[config.mk]
export PLATFORM = sky130hd
export DESIGN_NAME = core_sequencer
export DESIGN_NICKNAME = d
export VERILOG_FILES = /design/src/rtl/core_sequencer.sv
export SDC_FILE = /design/constraint.sdc
export NUM_CORES = 1
export LEC_CHECK = 0
export BUFFER_PORTS_ARGS = -buffer_cell sky130_fd_sc_hd__buf_2
export CAP_MARGIN = 20
export CORE_ASPECT_RATIO = 1.75
export CORE_MARGIN = 3
export CORE_UTILIZATION = 50
export DETAILED_ROUTE_END_ITERATION = 8
export MAX_ROUTING_LAYER = met4
export PLACE_DENSITY = 0.74
export RECOVER_POWER = 100
export SLEW_MARGIN = 20
export SYNTH_ARGS = -nofsm -noshare
export SYNTH_HDL_FRONTEND = slang
export SYNTH_SLANG_ARGS = --single-unit
[constraint.sdc]
create_clock -name clk -period 1.8 [get_ports clk]
set_input_delay 0.18 -clock clk [delete_from_list [all_inputs] [get_ports clk]]
set_output_delay 0.18 -clock clk [all_outputs]
set_load 0.1 [all_outputs]
[src/rtl/core_sequencer.sv]
// Multi-cycle core sequencer: walks fetch/decode/exec/[mem]/write one stage at a time,
// pulsing each stage enable once and waiting for its done, with a per-stage watchdog.
module core_sequencer #(
   parameter int TIMEOUT = 1024,
   parameter int CNT_W   = 32
) (
   input  logic             clk,
   input  logic             rstn,
   input  logic             start,
   input  logic             halt_req,
   input  logic             fetch_done,
   input  logic             decode_done,
   input  logic             mem_need,
   input  logic             exec_done,
   input  logic             mem_done,
   input  logic             write_done,
   output logic             fetch_en,
   output logic             decode_en,
   output logic             exec_en,
   output logic             mem_en,
   output logic             write_en,
   output logic             busy,
   output logic             error,
   output logic [CNT_W-1:0] instret
);

   typedef enum logic [2:0] {
      S_IDLE,
      S_FETCH,
      S_DECODE,
      S_EXEC,
      S_MEM,
      S_WRITE,
      S_ERROR
   } state_t;

   // The wait counter only has to reach TIMEOUT-1: the timeout fires on that cycle.
   localparam int             WC_W    = (TIMEOUT > 2) ? $clog2(TIMEOUT) : 1;
   localparam logic [WC_W-1:0] WC_LAST = WC_W'(TIMEOUT - 1);

   state_t           state, state_n;
   logic [WC_W-1:0]  wcnt, wcnt_n;
   logic             mem_lat, mem_lat_n;
   logic             halt_lat, halt_lat_n;
   logic [CNT_W-1:0] instret_n;
   logic             in_stage;
   logic             first_cycle;
   logic             stage_done;
   logic             fetch_en_n, decode_en_n, exec_en_n, mem_en_n, write_en_n;
   logic             busy_n, error_n;

   // NOTE: every variable gets a default before the case so no path leaves it
   // unassigned; otherwise synthesis would infer a latch to hold the old value.
   always_comb begin
      state_n     = state;
      wcnt_n      = wcnt + 1'b1;
      mem_lat_n   = mem_lat;
      halt_lat_n  = halt_lat;
      instret_n   = instret;
      in_stage    = (state != S_IDLE) && (state != S_ERROR);
      first_cycle = (wcnt == '0);
      stage_done  = 1'b0;

      if (in_stage) begin
         halt_lat_n = halt_lat | halt_req;
      end else begin
         wcnt_n = '0;
      end

      // A done in the enable cycle, or from a stage we are not in, is ignored.
      case (state)
         S_FETCH:  stage_done = fetch_done  && !first_cycle;
         S_DECODE: stage_done = decode_done && !first_cycle;
         S_EXEC:   stage_done = exec_done   && !first_cycle;
         S_MEM:    stage_done = mem_done    && !first_cycle;
         S_WRITE:  stage_done = write_done  && !first_cycle;
         default:  stage_done = 1'b0;
      endcase

      case (state)
         S_IDLE: begin
            if (start) state_n = S_FETCH;
         end
         S_FETCH: begin
            if (stage_done) state_n = S_DECODE;
         end
         S_DECODE: begin
            if (stage_done) begin
               state_n   = S_EXEC;
               mem_lat_n = mem_need;
            end
         end
         S_EXEC: begin
            if (stage_done) state_n = mem_lat ? S_MEM : S_WRITE;
         end
         S_MEM: begin
            if (stage_done) state_n = S_WRITE;
         end
         S_WRITE: begin
            if (stage_done) begin
               instret_n = instret + 1'b1;
               if (halt_lat || halt_req) begin
                  state_n    = S_IDLE;
                  halt_lat_n = 1'b0;
               end else begin
                  state_n = S_FETCH;
               end
            end
         end
         S_ERROR: state_n = S_ERROR;
         default: state_n = S_IDLE;
      endcase

      // A done landing on the last allowed cycle takes the normal transition.
      if (in_stage && !stage_done && (wcnt == WC_LAST)) begin
         state_n = S_ERROR;
      end

      if (state_n != state) wcnt_n = '0;

      fetch_en_n  = (state_n == S_FETCH)  && (state != S_FETCH);
      decode_en_n = (state_n == S_DECODE) && (state != S_DECODE);
      exec_en_n   = (state_n == S_EXEC)   && (state != S_EXEC);
      mem_en_n    = (state_n == S_MEM)    && (state != S_MEM);
      write_en_n  = (state_n == S_WRITE)  && (state != S_WRITE);
      busy_n      = (state_n != S_IDLE)   && (state_n != S_ERROR);
      error_n     = (state_n == S_ERROR);
   end

   // NOTE: sequential state uses non-blocking assignments so every register
   // samples the pre-edge values, independent of statement order.
   always_ff @(posedge clk or negedge rstn) begin
      if (!rstn) begin
         state     <= S_IDLE;
         wcnt      <= '0;
         mem_lat   <= 1'b0;
         halt_lat  <= 1'b0;
         instret   <= '0;
         fetch_en  <= 1'b0;
         decode_en <= 1'b0;
         exec_en   <= 1'b0;
         mem_en    <= 1'b0;
         write_en  <= 1'b0;
         busy      <= 1'b0;
         error     <= 1'b0;
      end else begin
         state     <= state_n;
         wcnt      <= wcnt_n;
         mem_lat   <= mem_lat_n;
         halt_lat  <= halt_lat_n;
         instret   <= instret_n;
         fetch_en  <= fetch_en_n;
         decode_en <= decode_en_n;
         exec_en   <= exec_en_n;
         mem_en    <= mem_en_n;
         write_en  <= write_en_n;
         busy      <= busy_n;
         error     <= error_n;
      end
   end

endmodule

Word-level counts from Yosys, hierarchy flattened
Index checks and enable logic that the tools add are counted.
{"block": "totals", "register_bits": 54, "input_bits": 10, "output_inout_bits": 39, "elab_cells": 76}
{"block": "op_classes", "n_addsub": 2, "eq_ne": 21, "mux": 17, "bitwise_logic": 1, "reduce_logical": 23}
{"cell": "adder 32 x 1 -> 32 bit (second input constant)", "count": 1}
{"cell": "two-way mux 3 bit", "count": 7}
{"cell": "case mux 3 bit (7 select lines)", "count": 1}
{"cell": "two-way mux 10 bit", "count": 2}
{"cell": "== test 3 bit (second input constant)", "count": 6}
{"cell": "logical AND 1 bit", "count": 14}
{"cell": "== test 3 x 2 -> 1 bit (second input constant)", "count": 4}
{"cell": "inequality test 3 bit (second input constant)", "count": 4}
{"cell": "adder 10 x 1 -> 10 bit (second input constant)", "count": 1}
{"cell": "== test 10 bit (second input constant)", "count": 1}
{"cell": "zero test 10 bit", "count": 1}
{"cell": "== test 3 x 1 -> 1 bit (second input constant)", "count": 2}
{"cell": "two-way mux 1 bit", "count": 6}
{"cell": "inequality test 3 x 2 -> 1 bit (second input constant)", "count": 2}
{"cell": "nonzero test 3 bit", "count": 2}
{"cell": "case mux 1 bit (5 select lines)", "count": 1}
{"cell": "AND reduction 2 bit", "count": 2}
{"cell": "zero test 3 bit", "count": 1}
{"cell": "inequality test 3 x 1 -> 1 bit (second input constant)", "count": 1}
{"cell": "inequality test 3 bit", "count": 1}
{"cell": "zero test 1 bit", "count": 2}
{"cell": "logical OR 1 bit", "count": 1}
{"cell": "OR 1 bit", "count": 1}

Logic depth before layout (Yosys ltp)
Gate-level depths: netlist of run 1.
{"block": "depth", "depth_word": 10, "depth_mapped": 7}

Worst setup path before layout of run 1
Ideal clock, no wire load.
{"block": "synth_path", "path_type": "flip-flop to flip-flop", "from": "register instret[15]", "to": "register instret[29]", "setup_time_ns": 0.162, "arrival_time_ns": 2.226, "required_ns": 1.638, "path_slack_ns": -0.588, "path_stages_with_launch": 5, "synth_period_minus_slack_ns": 2.388, "cell_sequence": "dfrtp_1 -> nand4_1 -> or3_1 -> nor4_4 -> xor2_1"}
{"block": "synth_between", "elab_chain_len": 1}
{"element": "from (decl)", "line_no": "24", "source": "output logic [CNT_W-1:0] instret"}
{"element": "from (signal assigned)", "line_no": "151", "source": "instret <= instret_n;"}
{"element": "adder 32 x 1 -> 32 bit", "line_no": "101", "source": "instret_n = instret + 1'b1;"}
Every way passes these cells.
A chain may end at the register's enable or synchronous reset.

Worst setup path in the final report of run 1
{"block": "layout_path", "from": "register state[1]", "to": "register instret[15]"}
{"block": "layout_between", "elab_chain_len": 3, "elab_cells_between_ends": 7}
{"element": "from (decl)", "line_no": "41", "source": "state_t state, state_n;"}
{"element": "from (signal assigned)", "line_no": "147", "source": "state <= state_n;"}
{"element": "== test 3 bit (tied with other cells)", "line_no": "71, 80"}
{"element": "case mux 1 bit (5 select lines)", "line_no": "71", "source": "case (state)"}
{"element": "AND reduction 2 bit (no line) *"}
Mark *: on every way between the ends. The rest lies on a longest branch, timed or not.

==> results.md, run 1 <==
Final layout:
- The antenna diode count is 0.
- The share of post-route cells with drive strength above 1 is 0.480.
- The final non-filler cell total is 447.
- In the layout the commonest cells are clkbuf_2 (40), buf_4 (33), nor2_1 (29).
- The final-stage net count is 383.
- The area added between synthesis and finish is 31.2%.
- Leaving out fill and tap cells, the most frequent cell in the layout is clkbuf_2.

Min path:
- The type of the tightest min-delay check is in2reg.

Global routing:
- The wire length of the first global-routing pass is 11.1 mm.
- The via count of the first global-routing pass is 2376.
- The total routing usage reported by global routing is 0.213.
- Entering global routing, the biggest net connects 35 pins.
- The initial antenna violation count was 0.
- The total overflow left after global routing is 0.

Critical path:
- At the worst endpoint, the arrival time is 2.04 ns.
- The critical path goes through nand4b_1, nor4_4, buf_4, nand4b_4, buf_2, buf_4, xnor2_1.
- The maximum net fanout on the critical path is 6.
- STA classifies the critical path endpoint as a register.
- The cell with the largest stage delay on the worst path is dfrtp_2.
- The last element of the critical path is instret[15].
- The largest stage delay on the critical path is 0.45 ns.
- The worst setup slack for register-to-register paths is -0.02 ns.
- The first element of the critical path is state[1].
- The endpoint of the worst register-to-register path is instret[15].
- The launching point of the worst reg2reg path is state[1].
- The data required time at the worst endpoint is 2.01 ns.
- The number of cells on the worst reg-to-reg path is 7.
- The worst setup path is launched from a register.
- The kind of critical path is reg2reg.
- Counting stages on the worst path, the most repeated cell is buf_4.

CTS:
- In this run the deepest clock path goes through 2 buffers.
- The number of clock sinks seen by CTS is 54.
- The CTS tree is built.
- The H-tree generated during clock tree synthesis spans 2 levels.
- The clock edge transition at the registers on the reported setup and hold paths is 0.10 ns.
- The number of buffers added by the clock tree synthesis step is 5.
- The cell chosen for the clock root is clkbuf_8.
- Clock latency on the worst-skew pair, taken at its later pin, is 0.32 ns.

Floorplanning:
- The total core area is 5630 sq um.
- The die span in y is 108 um.
- The floorplan has 36 rows.
- The die covers 6910 sq um.
- The die width is 64.1 um.
- The initial utilization of the core area, before any placement, comes to 0.525.
- 49 I/O pins were placed.

Logic synthesis:
- The combinational family with the most area after synthesis is simple AND/OR/NAND/NOR gates.
- The netlist uses 61 different library cells.
- The mapped netlist covers 2960 sq um.
- Averaged over all synthesized cells, the footprint is 10.4 sq um.
- The share of synthesized cell area in full adder, half adder and majority cells is 0.0127.
- The number of warnings issued by yosys is 0.
- The number of flops mapped to enable cells by yosys is 0.
- The sequential share of the synthesized area is 0.457.
- The share of cell area taken by muxes after synthesis is 0.0203.
- Of the total synthesized cell area, the portion taken by XOR and XNOR cells is 0.113.
- The post-synthesis instance total is 284.
- The area fraction in and, or, nand and nor cells after synthesis is 0.276.
- The number of nets in the synthesized netlist is 297.
- The number of flip-flops and latches in the synthesized netlist is 54.
- The most used flip-flop cell after synthesis is dfrtp_1.
- The compound-cell area share of the yosys netlist was 0.0863.
- The fraction of registers with async set/reset is 1.00.

STA:
- The number of failing setup endpoints in the final timing report is 3.
- The number of slew-limit violations in the final report was 0.
- Static timing analysis puts the maximum clock frequency at 0.549 GHz.
- The final critical delay including setup and external delays is 1.82 ns.
- The worst setup skew after layout is 0.0106 ns.
- The headroom to the max-slew limit is 0.207.
- In the finished design, the share of the clock period the worst path needs comes to 1.01.
- The post-route setup TNS is -0.0484 ns.
- The smallest setup slack after layout is -0.0221 ns.
- Setup repair after global routing could not meet its margin everywhere.
- The number of failing hold endpoints at the final stage is 0.
- The measured slew at the worst slew-check pin is 1.19 ns.

Detailed routing:
- The wire length per cell is 15.8 um.
- The number of nets with antenna violations after detailed routing is 0.
- The residual DRC count is 0.
- The average via count per standard cell is 5.38.
- The detailed router finished its first iteration with 88 violations.
- For this block, the routed nets add up to 7.05 mm of wire.
- The total number of vias is 2403.
- The detailed-router iteration count before antenna repair is 4.

Place:
- Once detailed placement completed, the half-perimeter wirelength came to 5.17 mm.
- Port buffering added 48 buffers.
- The routability congestion estimate is 0.932.
- After detailed placement, the design holds a cell count of 427.

Power:
- The cell leakage power is 1.80 nW.
- VDD sags by at most 812 uV.
- In this run the power density over the cells is 1210 nW/um^2.

Flow run:
- The max capacitance violation total is 0.

Outcome:
- The final reports fail on negative setup slack.
- The flow ran to the end, but the final reports show violations.
## flip-flops by register name, summed over array words and instances (netlist names)
register	cells
fetch_en	1
state	3
mem_lat	1
error	1
decode_en	1
mem_en	1
write_en	1
busy	1
instret	32
wcnt	10
exec_en	1
halt_lat	1
## stage by stage
stage	hold slack (ns)	util	instance area, sq um	worst slack [ns]	power, mW
6_report	0.0895	0.689	3880	-0.0221	4.71
5_1_grt	0.0846	0.689	3880	-0.120	4.95
4_1_cts	0.0869	0.652	3670	-0.00780	4.45
3_5_place_dp	0.183	0.632	3560	-0.0636	3.72
3_3_place_gp	0.167	0.632	3560	-0.00857	3.68
2_1_floorplan	-0.116	-	3040	-0.0565	3.07
## critical path, delay by kind of cell, from the launching register on
kind	cells	cell delay (ns)
flops	1	0.45
simple gates	3	0.67
xor+xnor	1	0.11
buf+inv	3	0.48
## layer usage
metal,up-vias,share of wire,wire length (um),global-route usage
met2,58,0.55,3870,0.367
met1,1165,0.38,2680,0.234
met5,-,0,0,-
li1,1161,-,-,-
met3,19,0.034,239,0.0345
met4,0,0.038,269,0.107
## synth_stat cells (all sizes together) (3+ instances only)
master  instances  share of area
ha              3          0.013
nand4          12          0.038
nor2b           3         0.0063
xor2           19          0.056
or2             4         0.0085
clkbuf          4         0.0051
nand2          20          0.026
nor2           35          0.047
mux2            3          0.013
and3            7          0.015
a21oi          10          0.018
buf             5          0.014
a31oi           4         0.0085
and4            3          0.010
nand3          17          0.030
o21ai           3         0.0051
dfrtp          54           0.46
nor3           14          0.034
nor4            5          0.025
inv            13          0.017
xnor2          19          0.056
## worst min path at each step
stage,start,to,slack (ns),depth (start not counted)
2_1_floorplan,rstn,busy,-0.12,0
3_3_place_gp,rstn,instret[7],0.17,1
3_5_place_dp,rstn,instret[8],0.18,1
4_1_cts,mem_need,mem_lat,0.09,2
5_1_grt,mem_need,mem_lat,0.08,2
6_report,mem_need,mem_lat,0.09,2
## layout make-up
type	instances	area [sq um]
fillers	436	1750
multi-input cells	208	1650
flip-flops and latches	54	1430
repair buffers	88	569
well taps	76	95.1
clock buffers	6	72.6
inverters	13	48.8
clock inverters	2	15.0
## timing repair
action                                  in CTS  in global routing
resized for setup                            5                 26
endpoints found under the setup margin      13                 42
buffers inserted                             0                 11
cloned                                       0                  0
hold endpoints to repair                    20                  0
hold buffers                                 1                  0
pin swaps                                    0                 13
## power by group
part | internal (mW) | switching [mW] | total (mW)
combinational | 0.928 | 1.59 | 2.52
sequential | 1.37 | 0.132 | 1.50
clock | 0.275 | 0.421 | 0.696
## cell families after synthesis
| family | Yosys count |
|---|---|
| AND/OR/NAND/NOR | 130 |
| flip-flops | 54 |
| XOR/XNOR | 38 |
| AO/OA/AOI/OAI | 33 |
| buffers and inverters | 22 |
| multiplexers | 4 |
| adder cells (fa/ha/maj) | 3 |
Note: power is estimated with default switching activity, not from simulation.
==> run 2, diff against run 1 <==
ABC_AREA = 1   (was not set)
PLACE_DENSITY = 0.73   (was 0.74)
REMOVE_ABC_BUFFERS = 1   (was not set)
TNS_END_PERCENT = 1   (was not set)
==> run 2 against run 1 <==
  * The flow still finishes with violations (negative setup slack)
  * Critical path depth rose by 4
  * Critical path type unchanged
  * Largest cell class unchanged
  * Cell count rose by 28%
  * First-iteration DRC count rose by 81%
  * Setup slack got worse by 0.28 ns
  * Register-to-register slack got worse by 0.28 ns
  * Sequential power rose by 11%
==> results.md, run 2 <==
Outcome:
- Run status: finished with violations (unchanged).
- Failing checks: negative setup slack (unchanged).

Flow run:
- The max capacitance violation total is 0 (unchanged).

CTS:
- The maximum buffer depth of the clock tree is 2 (unchanged).
- The CTS tree was built (unchanged).
- The number of clock sinks seen by CTS is 54 (unchanged).
- The clock edge transition at the registers on the reported setup and hold paths came to 0.10 ns (about the same).
- The number of buffers added by the clock tree synthesis step came to 5 (unchanged).
- The clock latency at the later pin of the worst-skew pair was 0.31 ns (was 0.32 ns).
- The cell chosen for the clock root is clkbuf_8 (unchanged).
- The level count of the clock H-tree is 2 (unchanged).

Place:
- The number of port buffers is 48 (unchanged).
- The instance area after placement is 3900 sq um (was 3560 sq um).
- The routability congestion estimate is 0.979 (was 0.932).
- The detailed placement HPWL is 6.01 mm (was 5.17 mm).
- The total instance count after detailed placement came to 557 (was 427).

Power:
- The share of total power in the clock network came to 0.111 (was 0.148).
- The sequential share of power was 0.265 (was 0.318).
- The switching power summed over all nets is 3.39 mW (was 2.14 mW).
- The cell leakage power came to 2.12 nW (was 1.80 nW).
- The total power divided by cell area was 1480 nW/um^2 (was 1210 nW/um^2).
- The worst supply voltage drop on vdd came to 1480 uV (was 812 uV).
- The power after layout is 6.24 mW (was 4.71 mW).
- The proportion of power drawn by combinational gates is 0.624 (was 0.534).
- The cell-internal power is 2.85 mW (was 2.57 mW).
- The switching share of power is 0.543 (was 0.455).

Final layout:
- The register with the highest flop count is instret (unchanged).
- The final non-filler cell total is 570 (was 447).
- The final core area utilization came to 0.704 (was 0.689).
- The most frequent standard cell in the layout excluding fill and tap cells is nand2_1 (was clkbuf_2).
- The area added between synthesis and finish came to 34.0% (was 31.2%).
- The register area is 1350 sq um (was 1430 sq um).
- The flip-flop count of the largest register, all copies and words added is 32 (unchanged).
- The area of all placed cells without fillers was 4210 sq um (was 3880 sq um).
- The share of post-route cells with drive strength above 1 came to 0.398 (was 0.480).
- The antenna diode count is 0 (unchanged).
- Most frequent cells in the layout: nand2_1 (86), buf_4 (57), dfrtp_1 (52) (was clkbuf_2 (40), buf_4 (33), nor2_1 (29)).
- The multi-input combinational cell area is 1750 sq um (was 1650 sq um).
- Top flop regs: instret x32, wcnt x10, state x3 (unchanged).
- The number of inserted filler cells in the final layout came to 463 (was 436).
- The final-stage net count is 504 (was 383).

Critical path:
- The first element of the critical path is wcnt[0] (was state[1]).
- The data required time at the worst endpoint was 2.04 ns (was 2.01 ns).
- The worst setup slack for register-to-register paths is -0.30 ns (was -0.02 ns).
- The maximum net fanout on the critical path is 6 (unchanged).
- The endpoint of the worst register-to-register path was wcnt[8] (was instret[15]).
- The kind of critical path is reg2reg (unchanged).
- The data arrival time of the critical path is 2.34 ns (was 2.04 ns).
- The kind of end point of the critical path is a register (unchanged).
- The kind of start point of the critical path was a register (unchanged).
- The number of cells on the worst reg-to-reg path is 11 (was 7).
- The last element of the critical path was wcnt[8] (was instret[15]).
- The launching point of the worst reg2reg path is wcnt[0] (was state[1]).

STA:
- The number of failing hold endpoints at the final stage is 0 (unchanged).
- The final critical delay including setup and external delays is 2.10 ns (was 1.82 ns).
- The worst setup skew after layout is 0.00574 ns (was 0.0106 ns).
- The smallest setup slack after layout is -0.300 ns (was -0.0221 ns).
- The worst hold margin is 0.0617 ns (was 0.0895 ns).
- The headroom to the max-slew limit is 0.181 (was 0.207).
- The number of slew-limit violations in the final report is 0 (unchanged).
- The ratio of final minimum period to clock period is 1.17 (was 1.01).
- The achievable frequency is 0.476 GHz (was 0.549 GHz).
- The number of failing setup endpoints in the final timing report is 28 (was 3).
- Unrepaired setup endpoints after global routing: yes (unchanged).
- The measured slew at the worst slew-check pin is 1.23 ns (was 1.19 ns).

Logic synthesis:
- The sequential share of the synthesized area was 0.430 (was 0.457).
- The number of warnings issued by yosys is 0 (unchanged).
- The primary flip-flop cell chosen by synthesis mapping was dfrtp_1 (unchanged).
- Top cells by instance count after synthesis: nand2_1 (92), dfrtp_1 (54), inv_1 (38) (was dfrtp_1 (54), nor2_1 (34), nand2_1 (19), xnor2_1 (19), xor2_1 (19)).
- Top area cells in the synthesized netlist: dfrtp_1 (43%), nand2_1 (11%), xor2_1 (5.9%), inv_1 (4.5%), nor2_2 (3.8%) (was dfrtp_1 (46%), xnor2_1 (5.6%), xor2_1 (5.6%), nor2_1 (4.3%), nand3_1 (2.7%)).
- The synthesized area per cell is 8.33 sq um (was 10.4 sq um).
- The fraction of registers with async set/reset came to 1.00 (unchanged).
- The post-synth design cell area is 3140 sq um (was 2960 sq um).
- The area share of the largest cell type after synthesis is 0.430 (was 0.457).
- The cell taking the most area after synthesis is dfrtp_1 (unchanged).
- The count of unique library cells instantiated by Yosys is 30 (was 61).
- The post-synthesis instance total is 377 (was 284).
- The number of flip-flops and latches in the synthesized netlist is 54 (unchanged).
- The dominant cell by count in the synthesized netlist is nand2_1 (was dfrtp_1).
- The number of flops mapped to enable cells by yosys is 0 (unchanged).

Detailed routing:
- The total number of vias is 2929 (was 2403).
- The violation count after the first detailed-route iteration came to 159 (was 88).
- The number of nets with antenna violations after detailed routing is 0 (unchanged).
- The average via count per standard cell is 5.14 (was 5.38).
- The residual DRC count is 0 (unchanged).
- The detailed-router iteration count before antenna repair is 5 (was 4).
- The wire length after detailed routing came to 8.07 mm (was 7.05 mm).
- The wire length per cell is 14.2 um (was 15.8 um).

Global routing:
- The wire length of the first global-routing pass is 13.3 mm (was 11.1 mm).
- The via count of the first global-routing pass is 3014 (was 2376).
- The initial antenna violation count is 0 (unchanged).
- The overflow left after global routing is 0 (unchanged).
- The total routing usage reported by global routing is 0.238 (was 0.213).
- The largest net degree at the start of global routing is 55 (was 35).

Floorplanning:
- The starting utilization of the core area is 0.526 (was 0.525).
- The die width is 65.9 um (was 64.1 um).
- The number of primary I/O pins is 49 (unchanged).
- The total core area was 5970 sq um (was 5630 sq um).
- The area of the die came to 7300 sq um (was 6910 sq um).
- The die span in y was 111 um (was 108 um).
- The number of placement rows came to 37 (was 36).

Min path:
- The type of the tightest min-delay check is in2reg (unchanged).
run 2: cell count changes in the layout (fill, tap and decap cells not counted), sizes merged, moves of 4 or more:
cell,before,now
nand2,20,96
inv,13,45
buf,46,71
nor2,35,50
o21ai,3,13
nand3,17,26
xnor2,19,10
a21oi,10,3
and3,7,0
nor3,14,20
a31oi,4,0
nand3b,0,4
run 2: logic make-up after synthesis:
family	Yosys count	share of synthesized area
simple gates	219	0.368
buf+inv	51	0.0705
fa+ha+maj	3	0.0120
xor+xnor	31	0.0865
compound gates	19	0.0327
flops	54	0.430
run 2: worst min-delay path by stage:
stage,from,to,slack [ns],cells past startpoint
floorplan,rstn,busy,-0.12,0
global placement,rstn,instret[24],0.20,2
detailed placement,rstn,instret[24],0.20,2
CTS,mem_need,mem_lat,0.06,3
global route,mem_need,mem_lat,0.08,3
finish,mem_need,mem_lat,0.06,3
run 2: per-stage QoR:
| step | worst slack, ns | setup TNS, ns |
|---|---|---|
| 3_5_place_dp | -0.353 | -7.47 |
| 3_3_place_gp | -0.257 | -5.18 |
| 5_1_grt | -0.426 | -9.64 |
| 4_1_cts | -0.236 | -4.04 |
| 6_report | -0.300 | -4.59 |
| 2_1_floorplan | -0.709 | -11.52 |
run 2: repair_timing:
action / in CTS / in global routing
endpoints found under the setup margin: 41 / 45
hold buffers: 1 / 0
gates cloned: 1 / 0
resized for setup: 19 / 32
pin swaps: 6 / 6
hold endpoints to repair: 54 / 0
setup buffers: 0 / 3
run 2: per-layer routing:
metal | GRT usage | part of all wire
met1 | 0.236 | 0.36
met2 | 0.426 | 0.55
met3 | 0.0365 | 0.035
met4 | 0.127 | 0.049
met5 | - | 0
run 2: critical path: stages, from the launching register on:
cell,delay (ns)
dfrtp_1,0.39
ha_1,0.18
nand3_1,0.12
nor2_2,0.14
nand4_1,0.15
nor3_2,0.25
nand3_4,0.15
nand3_1,0.11
nand2_1,0.09
nor2_4,0.19
nand3_4,0.15
nor2_2,0.11
run 2: final cells by class:
cell class | count | share of cell area
Sequential cell | 54 | 0.322
Clock buffer | 5 | 0.0164
Multi-Input combinational cell | 273 | 0.416
Timing Repair Buffer | 112 | 0.176
Clock inverter | 3 | 0.00506
Tap cell | 78 | 0.0232
Inverter | 45 | 0.0408
run 2: power groups by stage:
| stage | Clock [mW] | Combinational, mW | Sequential [mW] |
|---|---|---|---|
| after global placement | 0 | 3.39 | 1.66 |
| final | 0.691 | 3.89 | 1.66 |
| after CTS | 0.703 | 3.70 | 1.65 |
| after detailed placement | 0 | 3.46 | 1.67 |
| after floorplan | 0 | 1.40 | 2.67 |
| after global routing | 0.752 | 4.17 | 1.69 |
